File: src/rtl/bcd_serial_addsub_pkg.sv
// Shared types and constants for the serial BCD adder/subtractor.
package bcd_serial_addsub_pkg;
    typedef enum logic [1:0] {IDLE, RUN, DONE} state_t;
    localparam int BCD_W = 4;
    localparam logic [3:0] BCD_NINE = 4'd9;
    localparam logic [3:0] BCD_SIX = 4'd6;
endpackage

File: src/rtl/bcd_digit_add.sv
// Single BCD digit add with decimal correction and invalid-digit flag.
import bcd_serial_addsub_pkg::*;

module bcd_digit_add (
    input  logic [BCD_W-1:0] a,
    input  logic [BCD_W-1:0] b,
    input  logic             ci,
    output logic [BCD_W-1:0] d,
    output logic             co,
    output logic             bad
);
    logic [BCD_W:0] s;

    always_comb begin
        s   = {1'b0, a} + {1'b0, b} + {{BCD_W{1'b0}}, ci};
        co  = s > {1'b0, BCD_NINE};
        d   = co ? s[BCD_W-1:0] + BCD_SIX : s[BCD_W-1:0];
        // a nine's-complemented invalid b digit stays above nine
        bad = (a > BCD_NINE) || (b > BCD_NINE);
    end
endmodule

File: src/rtl/bcd_serial_addsub.sv
// Multi-digit BCD add/subtract processing DPC digits per clock.
import bcd_serial_addsub_pkg::*;

module bcd_serial_addsub #(
    parameter int DIGITS = 100,
    parameter int DPC    = 4
) (
    input  logic                    clk,
    input  logic                    rst,
    input  logic                    in_valid,
    output logic                    in_ready,
    input  logic [BCD_W*DIGITS-1:0] a,
    input  logic [BCD_W*DIGITS-1:0] b,
    input  logic                    cin,
    input  logic                    sub,
    output logic                    out_valid,
    input  logic                    out_ready,
    output logic [BCD_W*DIGITS-1:0] sum,
    output logic                    cout,
    output logic                    err
);
    localparam int W     = BCD_W * DIGITS;
    localparam int G     = BCD_W * DPC;
    localparam int BEATS = DIGITS / DPC;
    localparam int CW    = (BEATS > 1) ? $clog2(BEATS) : 1;

    state_t          state;
    logic [W-1:0]    a_q, b_q, res_q, res_next;
    logic            sub_q, carry_q, err_q;
    logic [CW-1:0]   beat_q;
    logic [DPC:0]    c;
    logic [G-1:0]    grp_b, grp_d;
    logic [DPC-1:0]  bad;
    logic            last;

    assign c[0] = carry_q;

    for (genvar i = 0; i < DPC; i++) begin : g_dig
        assign grp_b[BCD_W*i +: BCD_W] = sub_q
            ? BCD_NINE - b_q[BCD_W*i +: BCD_W]
            : b_q[BCD_W*i +: BCD_W];

        bcd_digit_add u_dig (
            .a   (a_q[BCD_W*i +: BCD_W]),
            .b   (grp_b[BCD_W*i +: BCD_W]),
            .ci  (c[i]),
            .d   (grp_d[BCD_W*i +: BCD_W]),
            .co  (c[i+1]),
            .bad (bad[i])
        );
    end

    // result fills from the top so the LSD group lands at bit 0
    assign res_next = (W'(grp_d) << (W - G)) | (res_q >> G);
    assign last     = beat_q == CW'(BEATS - 1);

    always_ff @(posedge clk or posedge rst) begin
        if (rst) begin
            state     <= IDLE;
            in_ready  <= 1'b1;
            out_valid <= 1'b0;
            sum       <= '0;
            cout      <= 1'b0;
            err       <= 1'b0;
            a_q       <= '0;
            b_q       <= '0;
            res_q     <= '0;
            sub_q     <= 1'b0;
            carry_q   <= 1'b0;
            err_q     <= 1'b0;
            beat_q    <= '0;
        end else begin
            unique case (state)
                IDLE: if (in_valid && in_ready) begin
                    a_q      <= a;
                    b_q      <= b;
                    sub_q    <= sub;
                    carry_q  <= sub ? ~cin : cin;
                    err_q    <= 1'b0;
                    beat_q   <= '0;
                    state    <= RUN;
                    in_ready <= 1'b0;
                end
                RUN: begin
                    a_q     <= a_q >> G;
                    b_q     <= b_q >> G;
                    res_q   <= res_next;
                    carry_q <= c[DPC];
                    err_q   <= err_q | (|bad);
                    beat_q  <= beat_q + 1'b1;
                    if (last) begin
                        sum       <= res_next;
                        cout      <= sub_q ^ c[DPC];
                        err       <= err_q | (|bad);
                        state     <= DONE;
                        out_valid <= 1'b1;
                    end
                end
                DONE: if (out_ready) begin
                    state     <= IDLE;
                    out_valid <= 1'b0;
                    in_ready  <= 1'b1;
                end
                default: state <= IDLE;
            endcase
        end
    end
endmodule

File: config.mk
export PLATFORM = sky130hd
export DESIGN_NAME = bcd_serial_addsub
export DESIGN_NICKNAME = d
export VERILOG_FILES = /design/src/rtl/bcd_serial_addsub_pkg.sv /design/src/rtl/bcd_digit_add.sv /design/src/rtl/bcd_serial_addsub.sv
export SDC_FILE = /design/constraint.sdc
export NUM_CORES = 2
export LEC_CHECK = 0
export ABC_AREA = 1
export BUFFER_PORTS_ARGS = -buffer_cell sky130_fd_sc_hd__buf_4
export CAP_MARGIN = 20
export CORE_AREA = 2 2 478 480
export DETAILED_ROUTE_END_ITERATION = 10
export DIE_AREA = 0 0 480 482
export PLACE_DENSITY = 0.51
export SLEW_MARGIN = 40
export SYNTH_ARGS = -nofsm -noshare
export SYNTH_HDL_FRONTEND = slang
export SYNTH_SLANG_ARGS = --single-unit
File: constraint.sdc
create_clock -name clk -period 61.3 [get_ports clk]
set_clock_uncertainty 0.15 [all_clocks]
set_input_delay 18.39 -clock clk [delete_from_list [all_inputs] [get_ports clk]]
set_output_delay 18.39 -clock clk [all_outputs]
set_load 0.01 [all_outputs]
==> flow_metrics.py <==
metrics = {
    "run_status": {
        "run_status": "finished, final reports clean",
    },
    "final_layout": {
        "multi_input_area_um2": 21490,
        "synthToLayoutAreaGrowth_pct": 26.51,
        "fin_util": 0.3771,
        "layout-drive-gt1-share": 0.1844,
        "final_common_cell": "nand2_1",
        "nFillCells": 23260,
        "final_cell_mix": "nand2_1 (1997), dfrtp_1 (1597), buf_4 (1238)",
        "final_net_count": 9306,
        "seqCellArea_um2": 39990,
    },
    "sta": {
        "slew_viol_final": 0,
        "timing.final.crit_share": 0.3647,
        "setup_tns_ps": 0,
        "hold_violations": 0,
        "rsz0062_at_grt": "false",
        "min_period_ps": 22360,
        "setup_violations": 0,
        "fmax_ghz": 0.04473,
        "slew_headroom": 0.3601,
        "worst_pin_slew_ps": 949.8,
    },
    "clocking": {
        "cts_max_level": 4,
        "post_cts_buffers": 0,
        "clock_path_buffers": 3,
        "ctsResizeCount": 0,
        "cts.sinks": 1598,
        "cts_buffers": 180,
        "cts-root-buf": "clkbuf_16",
        "cts_tree": "yes",
        "clk_pin_slew_ps": 60,
        "clock_latency_ps": 830,
        "hold_buffers": 0,
    },
    "job": {
        "drv_cap": 0,
    },
    "global_routing": {
        "antenna_found_initial": 95,
        "grt_max_degree": 227,
        "grt.total_usage": 0.1977,
        "overflow": 0,
        "grt_pass1_wl_mm": 344.7,
        "grt_pass1_vias": 53110,
    },
    "setup_path": {
        "cp-endpoint": "carry_q",
        "worst_ep_required_time_ps": 61860,
        "timing.rr.end": "res_q[398]",
        "startpoint": "in_valid",
        "critPathKind": "primary input to flop",
        "r2r_start": "sub_q",
        "arrival_ps": 22910,
        "worst_setup_path_start_kind": "primary input",
        "path_max_fanout": 137,
        "r2r_cells": 44,
        "rrSetupSlack_ps": 52390,
        "endpoint_kind": "flop",
    },
    "synth": {
        "synth.ff_latch_count": 1598,
        "mappedNetlistNets": 8351,
        "synthAdderAreaFrac": 0.007008,
        "yosys_most_used_dff": "dfrtp_1",
        "synth_xor_area_frac": 0.001428,
        "synth-compound-area-share": 0.1802,
        "ys_seq_area_frac": 0.5926,
        "yosys_warnings": 0,
        "synthDistinctLibCells": 34,
        "synth_top_family_by_area": "compound AO/OA/AOI/OAI gates",
        "synth.avg_cell_area_um2": 8.983,
        "netlist_area_um2": 67480,
        "synthMuxAreaShare": 0,
        "netlist_instances": 7512,
        "async_flop_share": 1.000,
        "synth_edf_count": 0,
        "synth-simple-area-share": 0.1295,
    },
    "die": {
        "die_w_um": 480,
        "ioPinCount": 1210,
        "dieArea_um2": 231400,
        "num_rows": 175,
        "core_um2": 226400,
        "initial_core_util": 0.2981,
        "dieHeight_um": 482,
    },
    "routing": {
        "firstDrtPassIters": 5,
        "drc": 0,
        "num_vias": 54540,
        "avgViaCountPerCell": 4.680,
        "wl_mm": 236.3,
        "drt_iter0_drc": 4337,
        "ant_nets": 0,
        "wl_per_cell_um": 20.27,
    },
    "placement": {
        "portBuffers": 1209,
        "dp_hpwl_mm": 172.5,
        "routabilityCongestion": 0.8554,
    },
    "power": {
        "p_leak_nw": 37.37,
        "ir_drop_v": 0.00002122,
        "power_density_nw_per_um2": 26.39,
    },
    "min_path": {
        "min_from": "res_q[351]",
        "min_path_type": "flop to flop",
    },
}
## per-stage QoR
stage / hold slack, ps / setup slack, ps / instances / power [mW] / cell area [um2]
after floorplan: 290.2 / 20620 / 7512 / 1.099 / 67490
after global placement: 309.5 / 37000 / 11270 / 1.149 / 78460
after detailed placement: 313.2 / 38030 / 11290 / 1.151 / 78820
after CTS: 308.3 / 38900 / 11610 / 2.284 / 85010
after global routing: 330.2 / 38600 / 11640 / 2.331 / 85340
final: 304.9 / 38940 / 11650 / 2.253 / 85370
## registers in the layout, indices dropped and copies added (netlist names)
name       flops
a_q          400
b_q          400
sum          400
res_q        384
beat_q         5
state          2
carry_q        1
cout           1
err            1
err_q          1
in_ready       1
out_valid      1
sub_q          1
## cells by family after synthesis
| logic type | count (synthesis) |
|---|---|
| buffers and inverters | 1468 |
| and+or+nand+nor | 2303 |
| adders and majority gates | 33 |
| DFF | 1598 |
| AOI/OAI and AO/OA | 2099 |
| xor gates and xnor gates | 11 |
## critical path, stage by stage
cell	delay (ps)
buf_4	90
nand3_2	190
nand2_8	320
buf_16	340
buf_12	440
buf_4	710
buf_6	560
buf_12	410
buf_6	590
o21ai_0	210
o21ai_0	200
## per-layer routing
metal / GRT usage / routed length, um / vias to the layer above
met3: 0.06507 / 18490 / 366
met2: 0.3292 / 114000 / 1381
met4: 0.05207 / 5644 / 100
met5: 0 / 673 / -
met1: 0.2456 / 97500 / 26280
li1: - / - / 26410
## final cells by class
type | instances | area share
multi-input combinational | 4446 | 0.2517
clock buffer | 275 | 0.06305
inverter | 945 | 0.04183
timing repair buffer | 1296 | 0.1203
sequential | 1598 | 0.4684
tap | 3009 | 0.04410
antenna | 35 | 0.001026
clock inverter | 50 | 0.009497
## how the worst min path moves through the flow
stage,endpoint,slack [ps],cells after the start
6_report,res_q[335],300,2
3_3_place_gp,err_q,310,2
3_5_place_dp,sum[378],310,2
4_1_cts,sum[1],310,2
2_1_floorplan,err_q,290,2
5_1_grt,res_q[297],330,2
## report_power, final
part / switching (mW) / internal, mW
Sequential: 0.0000542 / 1.06
Clock: 0.465 / 0.658
Combinational: 0.0376 / 0.0368
Total: 0.502 / 1.75
## Yosys cell counts, drive strengths merged, types with 2 or more instances
cell | instances | area (um2)
nand2 | 1998 | 7502
dfrtp | 1597 | 39960
o21ai | 1307 | 6541
inv | 944 | 3543
o211ai | 527 | 3956
buf | 299 | 1637
nor2 | 246 | 933.4
a31oi | 237 | 1483
clkbuf | 224 | 840.8
nand3 | 54 | 275.3
ha | 25 | 312.8
a21oi | 17 | 85.08
a22o | 9 | 78.83
xor2 | 9 | 78.83
fa | 8 | 160.2
xnor2 | 2 | 17.52
(Power assumes the default switching activity.)
